### config.mk
export PLATFORM = sky130hd
export DESIGN_NAME = ad_sample_capture
export DESIGN_NICKNAME = d
export VERILOG_FILES = /design/src/rtl/ad_sample_capture.sv
export SDC_FILE = /design/constraint.sdc
export NUM_CORES = 1
export LEC_CHECK = 0
export CAP_MARGIN = 20
export CELL_PAD_IN_SITES_DETAIL_PLACEMENT = 0
export CELL_PAD_IN_SITES_GLOBAL_PLACEMENT = 1
export CORE_ASPECT_RATIO = 1.1
export CORE_MARGIN = 4
export CORE_UTILIZATION = 30
export DETAILED_ROUTE_END_ITERATION = 7
export GPL_TIMING_DRIVEN = 0
export HOLD_SLACK_MARGIN = 0.05
export PLACE_DENSITY_LB_ADDON = 0.1
export SLEW_MARGIN = 10
export SYNTH_ARGS = -nofsm -noshare
export SYNTH_HDL_FRONTEND = slang
export SYNTH_SLANG_ARGS = --single-unit
### constraint.sdc
create_clock -name clk -period 3.8 [get_ports clk]
set_input_delay 1.14 -clock clk [delete_from_list [all_inputs] [get_ports clk]]
set_output_delay 1.14 -clock clk [all_outputs]
set_load 0.01 [all_outputs]
### src/rtl/ad_sample_capture.sv
// ad_sample_capture
//
// Capture engine sitting upstream of MAC control. MAC control asks for a
// capture with a four-phase req/ack handshake; the engine then packs AD9238
// dual-channel 12-bit samples into 16-bit words and writes exactly sample_len
// words into the sample FIFO. The converter cannot be stalled, so a word that
// meets a full or almost-full FIFO is dropped and counted instead of waiting.
//
// Ports
//   clk            system clock, all state on its rising edge
//   rst            synchronous active-high reset
//   ad_sample_req  level request from MAC control
//   ad_sample_ack  four-phase acknowledge, set on acceptance, cleared when req is low
//   sample_len     number of words to write, latched on acceptance
//   ch_mode        00 ch0, 01 ch1, 10 interleaved ch0/ch1, 11 same as 00
//   ad_valid       one-cycle sample strobe
//   ad_ch0/ad_ch1  12-bit channel samples, valid with ad_valid
//   fifo_wr_count  FIFO write-side used count
//   fifo_full      FIFO full flag
//   fifo_wr_en     registered write strobe
//   fifo_wr_data   registered write word {3'b000, ch_id, sample}
//   busy           high while capturing
//   capture_done   one-cycle pulse together with the final write
//   overrun        sticky drop flag, cleared on the next acceptance
//   drop_cnt       saturating count of dropped words in the current capture

module ad_sample_capture #(
  parameter logic [10:0] AFULL_LEVEL = 11'd2000
) (
  input  logic        clk,
  input  logic        rst,
  input  logic        ad_sample_req,
  output logic        ad_sample_ack,
  input  logic [31:0] sample_len,
  input  logic [1:0]  ch_mode,
  input  logic        ad_valid,
  input  logic [11:0] ad_ch0,
  input  logic [11:0] ad_ch1,
  input  logic [10:0] fifo_wr_count,
  input  logic        fifo_full,
  output logic        fifo_wr_en,
  output logic [15:0] fifo_wr_data,
  output logic        busy,
  output logic        capture_done,
  output logic        overrun,
  output logic [15:0] drop_cnt
);

  typedef enum logic [1:0] {
    IDLE,
    CAPTURE,
    DONE
  } state_t;

  state_t      state, state_n;
  logic        ack_q, ack_n;
  logic [31:0] len_q, len_n;
  logic [1:0]  mode_q, mode_n;
  logic [31:0] wcnt, wcnt_n;
  logic        pend, pend_n;
  logic [11:0] ch1_q, ch1_n;
  logic        wr_en_q, wr_en_n;
  logic [15:0] wr_data_q, wr_data_n;
  logic        done_q, done_n;
  logic        overrun_q, overrun_n;
  logic [15:0] drop_q, drop_n;

  logic        cand_valid;
  logic [15:0] cand_data;
  logic [1:0]  drop_inc;
  logic        can_write;
  logic [31:0] wcnt_inc;
  logic [16:0] drop_sum;

  // All state lives in one register bank. Reset returns every output and the
  // internal word counter and pending flag to zero; a pending ch1 word is
  // simply lost.
  always_ff @(posedge clk) begin
    if (rst) begin
      state     <= IDLE;
      ack_q     <= 1'b0;
      len_q     <= '0;
      mode_q    <= '0;
      wcnt      <= '0;
      pend      <= 1'b0;
      ch1_q     <= '0;
      wr_en_q   <= 1'b0;
      wr_data_q <= '0;
      done_q    <= 1'b0;
      overrun_q <= 1'b0;
      drop_q    <= '0;
    end else begin
      state     <= state_n;
      ack_q     <= ack_n;
      len_q     <= len_n;
      mode_q    <= mode_n;
      wcnt      <= wcnt_n;
      pend      <= pend_n;
      ch1_q     <= ch1_n;
      wr_en_q   <= wr_en_n;
      wr_data_q <= wr_data_n;
      done_q    <= done_n;
      overrun_q <= overrun_n;
      drop_q    <= drop_n;
    end
  end

  // Next-state and next-output logic. In CAPTURE at most one candidate word
  // exists per cycle: a pending ch1 word takes the slot, and a strobe arriving
  // at the same time is a collision that is thrown away and charged as two
  // drops. The candidate is written only when the FIFO has room this very
  // cycle; otherwise it becomes a drop and does not advance the word count.
  // When the written word reaches sample_len the capture ends and any pending
  // ch1 word is discarded without being counted as a drop.
  always_comb begin
    state_n    = state;
    ack_n      = ack_q;
    len_n      = len_q;
    mode_n     = mode_q;
    wcnt_n     = wcnt;
    pend_n     = pend;
    ch1_n      = ch1_q;
    wr_en_n    = 1'b0;
    wr_data_n  = wr_data_q;
    done_n     = 1'b0;
    overrun_n  = overrun_q;
    drop_n     = drop_q;
    cand_valid = 1'b0;
    cand_data  = '0;
    drop_inc   = 2'd0;
    can_write  = !fifo_full && (fifo_wr_count < AFULL_LEVEL);
    wcnt_inc   = wcnt + 32'd1;
    drop_sum   = '0;

    if (!ad_sample_req) begin
      ack_n = 1'b0;
    end

    case (state)
      IDLE: begin
        if (ad_sample_req && !ack_q) begin
          ack_n     = 1'b1;
          len_n     = sample_len;
          mode_n    = ch_mode;
          wcnt_n    = '0;
          pend_n    = 1'b0;
          overrun_n = 1'b0;
          drop_n    = '0;
          if (sample_len == 32'd0) begin
            state_n = DONE;
            done_n  = 1'b1;
          end else begin
            state_n = CAPTURE;
          end
        end
      end

      CAPTURE: begin
        if (pend) begin
          cand_valid = 1'b1;
          cand_data  = {3'b000, 1'b1, ch1_q};
          pend_n     = 1'b0;
          if (ad_valid) begin
            drop_inc = 2'd2;
          end
        end else if (ad_valid) begin
          cand_valid = 1'b1;
          case (mode_q)
            2'b01: cand_data = {3'b000, 1'b1, ad_ch1};
            2'b10: begin
              cand_data = {3'b000, 1'b0, ad_ch0};
              ch1_n     = ad_ch1;
              pend_n    = 1'b1;
            end
            default: cand_data = {3'b000, 1'b0, ad_ch0};
          endcase
        end

        if (cand_valid) begin
          if (can_write) begin
            wr_en_n   = 1'b1;
            wr_data_n = cand_data;
            wcnt_n    = wcnt_inc;
            if (wcnt_inc == len_q) begin
              done_n  = 1'b1;
              pend_n  = 1'b0;
              state_n = DONE;
            end
          end else begin
            drop_inc = drop_inc + 2'd1;
          end
        end

        if (drop_inc != 2'd0) begin
          overrun_n = 1'b1;
          drop_sum  = {1'b0, drop_q} + {15'd0, drop_inc};
          drop_n    = drop_sum[16] ? 16'hFFFF : drop_sum[15:0];
        end
      end

      DONE: begin
        if (!ack_q) begin
          state_n = IDLE;
        end
      end

      default: state_n = IDLE;
    endcase
  end

  assign ad_sample_ack = ack_q;
  assign fifo_wr_en    = wr_en_q;
  assign fifo_wr_data  = wr_data_q;
  assign busy          = (state == CAPTURE);
  assign capture_done  = done_q;
  assign overrun       = overrun_q;
  assign drop_cnt      = drop_q;

endmodule
== After elaboration in Yosys (flattened, before gate mapping) ==
Cells that the tools add are included.

* Bitwise operators: 3
* Muxes and demuxes: 47
* Equality and inequality tests: 11
* Add/sub/neg operators: 3
* Reductions and logical operators: 16
* Order comparisons: 1

{| class="wikitable"
|+ Operators with widths
! cell !! count
|-
| $mux 32 || 3
|-
| $pmux 32 s2 || 1
|-
| $mux 16 || 3
|-
| $mux 13 || 3
|-
| $add 32x1->32 const B || 1
|-
| $eq 32x32->1 || 1
|-
| $logic_not 32->1 || 1
|-
| $pmux 16 s2 || 1
|-
| $mux 2 || 12
|-
| $mux 1 || 20
|-
| $add 16x2->17 || 1
|-
| $lt 11x11->1 const B || 1
|-
| $ne 2x1->1 const B || 4
|-
| $reduce_and 4->1 || 2
|-
| $pmux 1 s2 || 3
|-
| $pmux 2 s3 || 1
|-
| $reduce_and 3->1 || 2
|-
| $reduce_and 5->1 || 1
|-
| $eq 2x1->1 const B || 2
|-
| $eq 2x2->1 const B || 2
|-
| $ne 2x2->1 const B || 2
|-
| $reduce_and 2->1 || 2
|-
| $reduce_bool 2->1 || 2
|-
| $not 1->1 || 3
|-
| other kinds (5) || 7
|}

* Bits in registers: 117
* Output and inout port bits: 37
* Input bits: 74

== Longest topological paths before layout ==
Gate-level depths: netlist (run 1).

* Depth in word-level cells: 11
* Mapped depth: 14
* Mapped depth without buffers: 14

== Least setup slack after synthesis (run 1) ==
Ideal clock, no wire load.

* Path type: input -> register
* From: input port fifo_wr_count[8]
* To: register drop_q[11] (netlist: drop_cnt[11])
* Path buffers: 1
* Data required time: 3.729 ns
* Stages on the path: 14
* Slack: 0.060 ns
* Arrival: 3.670 ns
* Path through: nand4_1 o21bai_1 o21a_1 ha_1 inv_1 fa_1 nand3b_1 nor3_1 and3_1 nand4_1 nor2_1 clkbuf_1 o21ai_0 a21oi_1

* Longest elaborated chain between the ends: 9
* Elaborated cells on any way between the ends: 12

{| class="wikitable"
|+ Ends and longest elaborated chain
! what !! line !! RTL
|-
| from (decl) || 39 || <nowiki>input logic [10:0] fifo_wr_count,</nowiki>
|-
| $lt 11x11->1 (*) || 131 || <nowiki>can_write = !fifo_full && (fifo_wr_count < AFULL_LEVEL);</nowiki>
|-
| $logic_and 1x1->1 (*) || 131 ||
|-
| $mux 2 (*) || 180 || <nowiki>if (can_write) begin</nowiki>
|-
| $mux 2 (*) || 179 || <nowiki>if (cand_valid) begin</nowiki>
|-
| $mux 2 (*) || 139 || <nowiki>case (state)</nowiki>
|-
| $add 16x2->17 || 196 || <nowiki>drop_sum = {1'b0, drop_q} + {15'd0, drop_inc};</nowiki>
|-
| $mux 16 || 197 || <nowiki>drop_n = drop_sum[16] ? 16'hFFFF : drop_sum[15:0];</nowiki>
|-
| $mux 16 || 194 || <nowiki>if (drop_inc != 2'd0) begin</nowiki>
|-
| $pmux 16 s2 || 139 ||
|-
| to (signal assigned) || 104 || <nowiki>drop_q <= drop_n;</nowiki>
|-
| to (decl) || 66 || <nowiki>logic [15:0] drop_q, drop_n;</nowiki>
|}

Every way passes the cells marked *; elsewhere a longest branch is shown, timed or not. The select of a mux whose other input is x is not followed.
A chain may end at the register's enable or synchronous reset.

== Final worst setup path (run 1) ==
* From: register state[1]
* To: output port busy

* Longest elaborated chain between the ends: 1

{| class="wikitable"
|+ Ends and longest elaborated chain
! what !! line !! RTL
|-
| from (decl) || 55 || <nowiki>state_t state, state_n;</nowiki>
|-
| from (signal assigned) || 93 || <nowiki>state <= state_n;</nowiki>
|-
| $eq 2x1->1 || 214 || <nowiki>assign busy = (state == CAPTURE);</nowiki>
|-
| to (decl) || 43 || <nowiki>output logic busy,</nowiki>
|}

No other way between the ends.

==> flow_summary_export.csv, run 1 <==
group,metric,value,unit
finish,final_cell_mix,"nand2_1 (115), dfxtp_1 (114), nor2_1 (95)",
route,ant_nets,0,
route,finalWirelength,22900,um
route,drtIter0Drc,435,
critical_path,reg2reg_to,"state[0]$_SDFFE_PP0P_",
synth,ys_seq_elements,114,
die,rows,55,
synth,synth-edff-count,0,
synth,syn-instance-count,841,
critical_path,crit_type,"flip-flop to output port",
cts,clk_path_buf_depth,2,
route,via_count,6543,
critical_path,worst-r2r-setup-slack,460,ps
synth,synth_top_area_share,36.1,%
sta,hold_violations,0,
die,coreArea,20600,um2
critical_path,r2r_start,"wcnt[0]$_SDFFE_PP0P_",
die,dieWidth,146,um
cts,htreeDepth,4,
route,drc,0,
global_route,grt_pass1_vias,6311,
global_route,grt_util_all_layers,19.1,%
finish,drive_gt1_share,8.39,%
finish,fillCellCount,2204,
place,port_buffers,102,
synth,synth-async-reset-ratio,0,%
critical_path,cp-start-kind,"flip-flop",
sta,skew,7.85,ps
synth,synth_area,6330,um2
cts,insertion_delay,420,ps
die,die-area,23500,um2
synth,yosysSeqAreaShare,36.1,%
synth,synth_cell_types,65,
critical_path,cp.depth,4,
finish,final_net_count,1054,
place,post-dp-hpwl,16900,um
critical_path,path_buf_inv,3,
hold_path,hp-class,"flip-flop to flip-flop",
cts,cts_buffers,17,
synth,synthFlopType,"dfxtp_1",
sta,timing.fmax,277,MHz
finish,diodes,0,
finish,synthToLayoutAreaGrowth,34.5,%
sta,tightest_slew,849,ps
cts,cts_tree,"yes",
sta,min_period,3620,ps
pwr,p_leak,3.16,nW
synth,netlist_top_cells_area,"dfxtp_1 (36%), a21oi_1 (7.1%), nand2_1 (6.8%)",
cts,cts_sinks,114,
critical_path,cp.required,2660,ps
sta,fin_crit_sh,95.2,%
route,vias_per_cell,5.26,
global_route,antenna_found_initial,0,
critical_path,ff2ff_path_depth,10,
critical_path,slowest_stage,"clkdlybuf4s50_1",
finish,final_common_cell,"nand2_1",
finish,final_cell_area,8510,um2
critical_path,slowest_delay,600,ps
critical_path,end_kind,"output port",
place,dpl_cell_area,7680,um2
sta,finalSetupViolations,0,
global_route,overflow,0,
synth,syn_avg_cell_area,7.53,um2
die,die_y,160,um
route,routedWlPerCell,18.4,um
status,outcome,"completed",
critical_path,critPathCapture,"busy",
synth,ys_warn_count,0,
critical_path,crit_chain,"nand2b_1, clkbuf_1, clkinv_1, clkdlybuf4s50_1",
die,ios,111,
sta,whs,465,ps
synth,synth_area_leader_cell,"dfxtp_1",
global_route,grt_max_degree,17,
die,start_util,30.7,%
sta,slew_viol_final,0,
sta,max_slew_margin,43.4,%
cts,clk_pin_slew_worst_paths,60,ps
pwr,ir_drop,0.284,mV
cts,clockRootBuffer,"clkbuf_16",
critical_path,setup.worst_path.start,"state[1]$_SDFFE_PP0P_",
critical_path,worstPathMaxFanout,9,
critical_path,crit_family,"buffers and inverters",
place,place_congestion,0.825,
pwr,power.density,406,nW/um2
flow_run,cap_violations,0,
global_route,grt_pass1_wl,35500,um
critical_path,arrival,2480,ps
route,firstDrtPassIters,5,
sta,rsz0062_at_grt,"no",
[cells by family after synthesis]
family	synth area share (%)
compound gates	18.3
other cells	0.0593
fa+ha+maj	0.910
simple gates	30.6
mux	4.43
xor+xnor	5.12
buf+inv	4.49
flops	36.1
[cells in the mapped netlist (17+ instances only)]
master	n
a21oi_1	90
mux2i_1	28
nor2_1	97
clkbuf_1	42
o21ai_0	51
nand4_1	22
nand2_1	115
and3_1	17
dfxtp_1	114
nand3_1	19
nor3_1	41
xnor2_1	24
[routing by layer]
layer | part of all wire (%) | track usage [%] | vias up | wire [um]
met2 | 50 | 33.1 | 137 | 11300
met3 | 4.4 | 4.09 | 26 | 1010
met4 | 1.9 | 5.90 | 0 | 429
li1 | - | - | 3249 | -
met5 | 0 | 0 | - | 0
met1 | 44 | 23.9 | 3131 | 10100
[flip-flops by register name, summed over array words and instances (netlist names)]
name and flops:
fifo_wr_data 13, fifo_wr_en 1, len_q 32, wcnt 32
capture_done 1, ad_sample_ack 1, state 2, pend 1
ch1_q 12, overrun 1, mode_q 2, drop_cnt 16
[how the worst min path moves through the flow]
stage                                 startpoint                endpoint  slack [ps]  cells after the start
final                     len_q[21]$_SDFFE_PP0P_  len_q[21]$_SDFFE_PP0P_         470                      2
after floorplan           len_q[21]$_SDFFE_PP0P_  len_q[21]$_SDFFE_PP0P_         440                      2
after global routing      mode_q[1]$_SDFFE_PP0P_  mode_q[1]$_SDFFE_PP0P_         490                      2
after detailed placement  len_q[21]$_SDFFE_PP0P_  len_q[21]$_SDFFE_PP0P_         460                      2
after global placement    len_q[21]$_SDFFE_PP0P_  len_q[21]$_SDFFE_PP0P_         450                      2
after CTS                 len_q[21]$_SDFFE_PP0P_  len_q[21]$_SDFFE_PP0P_         470                      2
[worst min-delay path, delay by kind of cell (launching register included)]
family           cells  cell delay, ps
AO/OA/AOI/OAI        1              50
flip-flops           1             310
AND/OR/NAND/NOR      1              60
[power breakdown]
group	internal [W]	switching [W]	total, W
Sequential	0.00124	0.0000381	0.00127
Combinational	0.000194	0.000255	0.000449
Clock	0.00110	0.000633	0.00173
Total	0.00253	0.000927	0.00346
[cell type report]
class / count / area [um2] / share of cell area, %
Inverter: 13 / 48.8 / 0.573
Buffer: 56 / 246 / 2.90
Clock buffer: 17 / 425 / 5.00
Multi-Input combinational cell: 660 / 3830 / 45.0
Tap cell: 256 / 320 / 3.76
Sequential cell: 114 / 2280 / 26.8
Timing Repair Buffer: 114 / 1150 / 13.5
Clock inverter: 15 / 209 / 2.46
[stage by stage]
| step | util, % | setup TNS [ps] | setup slack, ps | power (W) | std cells |
|---|---|---|---|---|---|
| after CTS | 40.6 | 0 | 58.5 | 0.00350 | 1240 |
| after global routing | 41.2 | 0 | 37.9 | 0.00359 | 1245 |
| after detailed placement | 37.2 | -19780 | -1150 | 0.00175 | 1201 |
| final | 41.2 | 0 | 184 | 0.00346 | 1245 |
| after floorplan | - | 0 | 60.0 | 0.00153 | 843 |
| after global placement | 37.2 | -20710 | -1160 | 0.00175 | 1201 |
[timing repair]
item	CTS	global route
setup buffers	7	4
pin swaps	4	15
gates resized for setup	7	27
hold buffers	0	0
gates cloned	0	1
setup endpoints to repair	15	20
(Power assumes the default switching activity.)
==> inputs of run 2 (changes only) <==
Settings changed: SLEW_MARGIN 10 to unset.
==> results of run 2 <==
Same layout as run 1: the final DEF is identical, and so are final timing and power.
==> inputs of run 3 (changes only) <==
Settings changed: CORE_MARGIN 4 to 5, SLEW_MARGIN set to 20.
Clock period 3.8 ns to 4.45 ns, I/O delays scaled along.
==> run 3 against run 2 <==
Combinational power shrank 15%. Register-to-register slack gained 640 ps. Critical endpoint is now drop_cnt[3]$_SDFFE_PP0P_. Wire length grew 0.29%. Die area grew 2.6%. Largest cell class unchanged. Sequential share of layout area grew 0.70 points. Setup slack gained 140 ps. Power shrank 20%. Hold slack gained 2.0 ps. Highest routed layer unchanged. Largest power group unchanged.
==> flow_summary_export.csv, run 3 (synthesis results as in run 1) <==
group,metric,value,unit
cts,clk_path_buf_depth,2,
sta,fin_crit_sh,92.6,%
global_route,grt_util_all_layers,18.9,%
cts,cts_sinks,114,
sta,min_period,4120,ps
global_route,grt_pass1_wl,35400,um
cts,cts_buffers,17,
place,place_congestion,0.817,
place,dpl_cell_area,7680,um2
route,drtIter0Drc,310,
finish,multi_input_area,3780,um2
place,dp_cells,1201,
critical_path,cp-start-kind,"primary input",
critical_path,crit_chain,"clkdlybuf4s50_1, o21ai_0, o21bai_2, o21a_1, ha_1, inv_1, fa_1, nand3b_1, nor3_2, and3_1, nand4_1, nor2_2, clkbuf_4, o21ai_0, a21oi_1",
sta,max_slew_margin,44.2,%
route,ant_nets,0,
sta,rsz0062_at_grt,"no",
finish,final_util,40.2,%
global_route,grt_pass1_vias,6275,
critical_path,end_kind,"flip-flop",
sta,tightest_slew,834,ps
pwr,p_switching,0.000792,W
critical_path,setup.worst_path.start,"fifo_wr_count[5]",
place,post-dp-hpwl,16900,um
critical_path,cp.required,4810,ps
hold_path,worstHoldStart,"len_q[12]$_SDFFE_PP0P_",
finish,drive_gt1_share,6.62,%
pwr,sw_frac_of_total,28.5,%
finish,fillCellCount,2209,
route,finalWirelength,22900,um
die,die-area,24100,um2
global_route,overflow,0,
pwr,ir_drop,0.272,mV
global_route,grt_max_degree,17,
route,drc,0,
finish,regArea,2280,um2
pwr,p_seq_share,39.1,%
die,start_util,30.7,%
critical_path,slowest_stage,"clkdlybuf4s50_1",
finish,synthToLayoutAreaGrowth,31.0,%
finish,final_cell_area,8290,um2
sta,finalWorstSetupSlack,328,ps
die,coreArea,20600,um2
cts,insertion_delay,430,ps
die,rows,55,
critical_path,crit_type,"primary input to flip-flop",
status,outcome,"completed",
sta,skew,9.49,ps
sta,finalSetupTns,0,ps
cts,htreeDepth,4,
critical_path,path_buf_inv,3,
critical_path,r2r_start,"wcnt[0]$_SDFFE_PP0P_",
flow_run,cap_violations,0,
die,die_y,162,um
finish,final_cell_mix,"nand2_1 (115), dfxtp_1 (114), clkdlybuf4s50_1 (102)",
route,via_count,6445,
cts,cts_tree,"yes",
sta,slew_viol_final,0,
pwr,p_leak,3.01,nW
sta,hold_violations,0,
pwr,internal_power,0.00199,W
place,port_buffers,102,
sta,timing.fmax,243,MHz
critical_path,cp_common_cell,"o21ai_0",
critical_path,slowest_delay,440,ps
cts,clockRootBuffer,"clkbuf_16",
die,dieWidth,148,um
critical_path,worst-r2r-setup-slack,1100,ps
critical_path,worstPathMaxFanout,10,
cts,hold_buffers,0,
finish,final_common_cell,"nand2_1",
route,firstDrtPassIters,5,
hold_path,hp-class,"flip-flop to flip-flop",
pwr,pwr-share-clk,47.2,%
critical_path,crit_family,"simple AND/OR/NAND/NOR gates",
die,ios,111,
critical_path,arrival,4480,ps
pwr,combPwrFrac,13.7,%
place,place_ws,-679,ps
sta,finalSetupViolations,0,
finish,stdcell_count,1238,
route,vias_per_cell,5.21,
pwr,power.density,335,nW/um2
route,routedWlPerCell,18.5,um
global_route,antenna_found_initial,0,
finish,final_net_count,1047,
finish,diodes,0,
cts,clk_pin_slew_worst_paths,60,ps
-- run 3: cell count changes in the layout (fill, tap and decap cells not counted), sizes merged --
| cell | before | now |
|---|---|---|
| buf | 26 | 19 |
| bufinv | 4 | 1 |
| clkdlybuf4s50 | 93 | 102 |
| clkinv | 5 | 8 |
| dlymetal6s2s | 9 | 0 |
-- run 3: power by group through the flow --
stage               sequential (W)  clock (W)  combinational (W)
CTS                        0.00109    0.00134           0.000387
finish                     0.00109    0.00131           0.000381
global route               0.00109    0.00139           0.000420
detailed placement         0.00111          0           0.000385
floorplan                  0.00110          0           0.000208
global placement           0.00111          0           0.000386
-- run 3: per-layer routing --
metal  part of all wire, %  track usage, %
met5                     0               0
met4                   2.9            7.60
met3                   5.2            4.54
met2                    48            31.8
met1                    44            23.1
-- run 3: area by class of cell --
cell class | count | area share [%]
well taps | 256 | 3.86
repair buffers | 107 | 12.8
flip-flops and latches | 114 | 27.5
multi-input cells | 660 | 45.6
clock inverters | 15 | 1.66
plain buffers | 56 | 2.88
inverters | 13 | 0.588
clock buffers | 17 | 5.13
-- run 3: stage by stage --
step	total power, W	hold slack (ps)
final	0.00278	467
after global routing	0.00290	485
after CTS	0.00282	468
after detailed placement	0.00150	455
after global placement	0.00150	453
after floorplan	0.00131	436
-- run 3: worst reg2reg max path: cells and delay by family, from the launching register on --
family	cells	cell delay, ps
AND/OR/NAND/NOR	6	1700
AO/OA/AOI/OAI	2	770
flip-flops	1	440
adder cells (fa/ha/maj)	1	320
-- run 3: timing repair --
action / in CTS / in global routing
setup endpoints to repair: 10 / 12
pin swaps: 0 / 2
buffers inserted: 0 / 5
resized for setup: 3 / 3
-- run 3: worst paths after layout --
kind / to / cells past startpoint
setup / recovery: drop_cnt[3]$_SDFFE_PP0P_ / 15
hold / removal: len_q[12]$_SDFFE_PP0P_ / 2
setup reg to reg: state[0]$_SDFFE_PP0P_ / 9
hold reg to reg: len_q[12]$_SDFFE_PP0P_ / 2
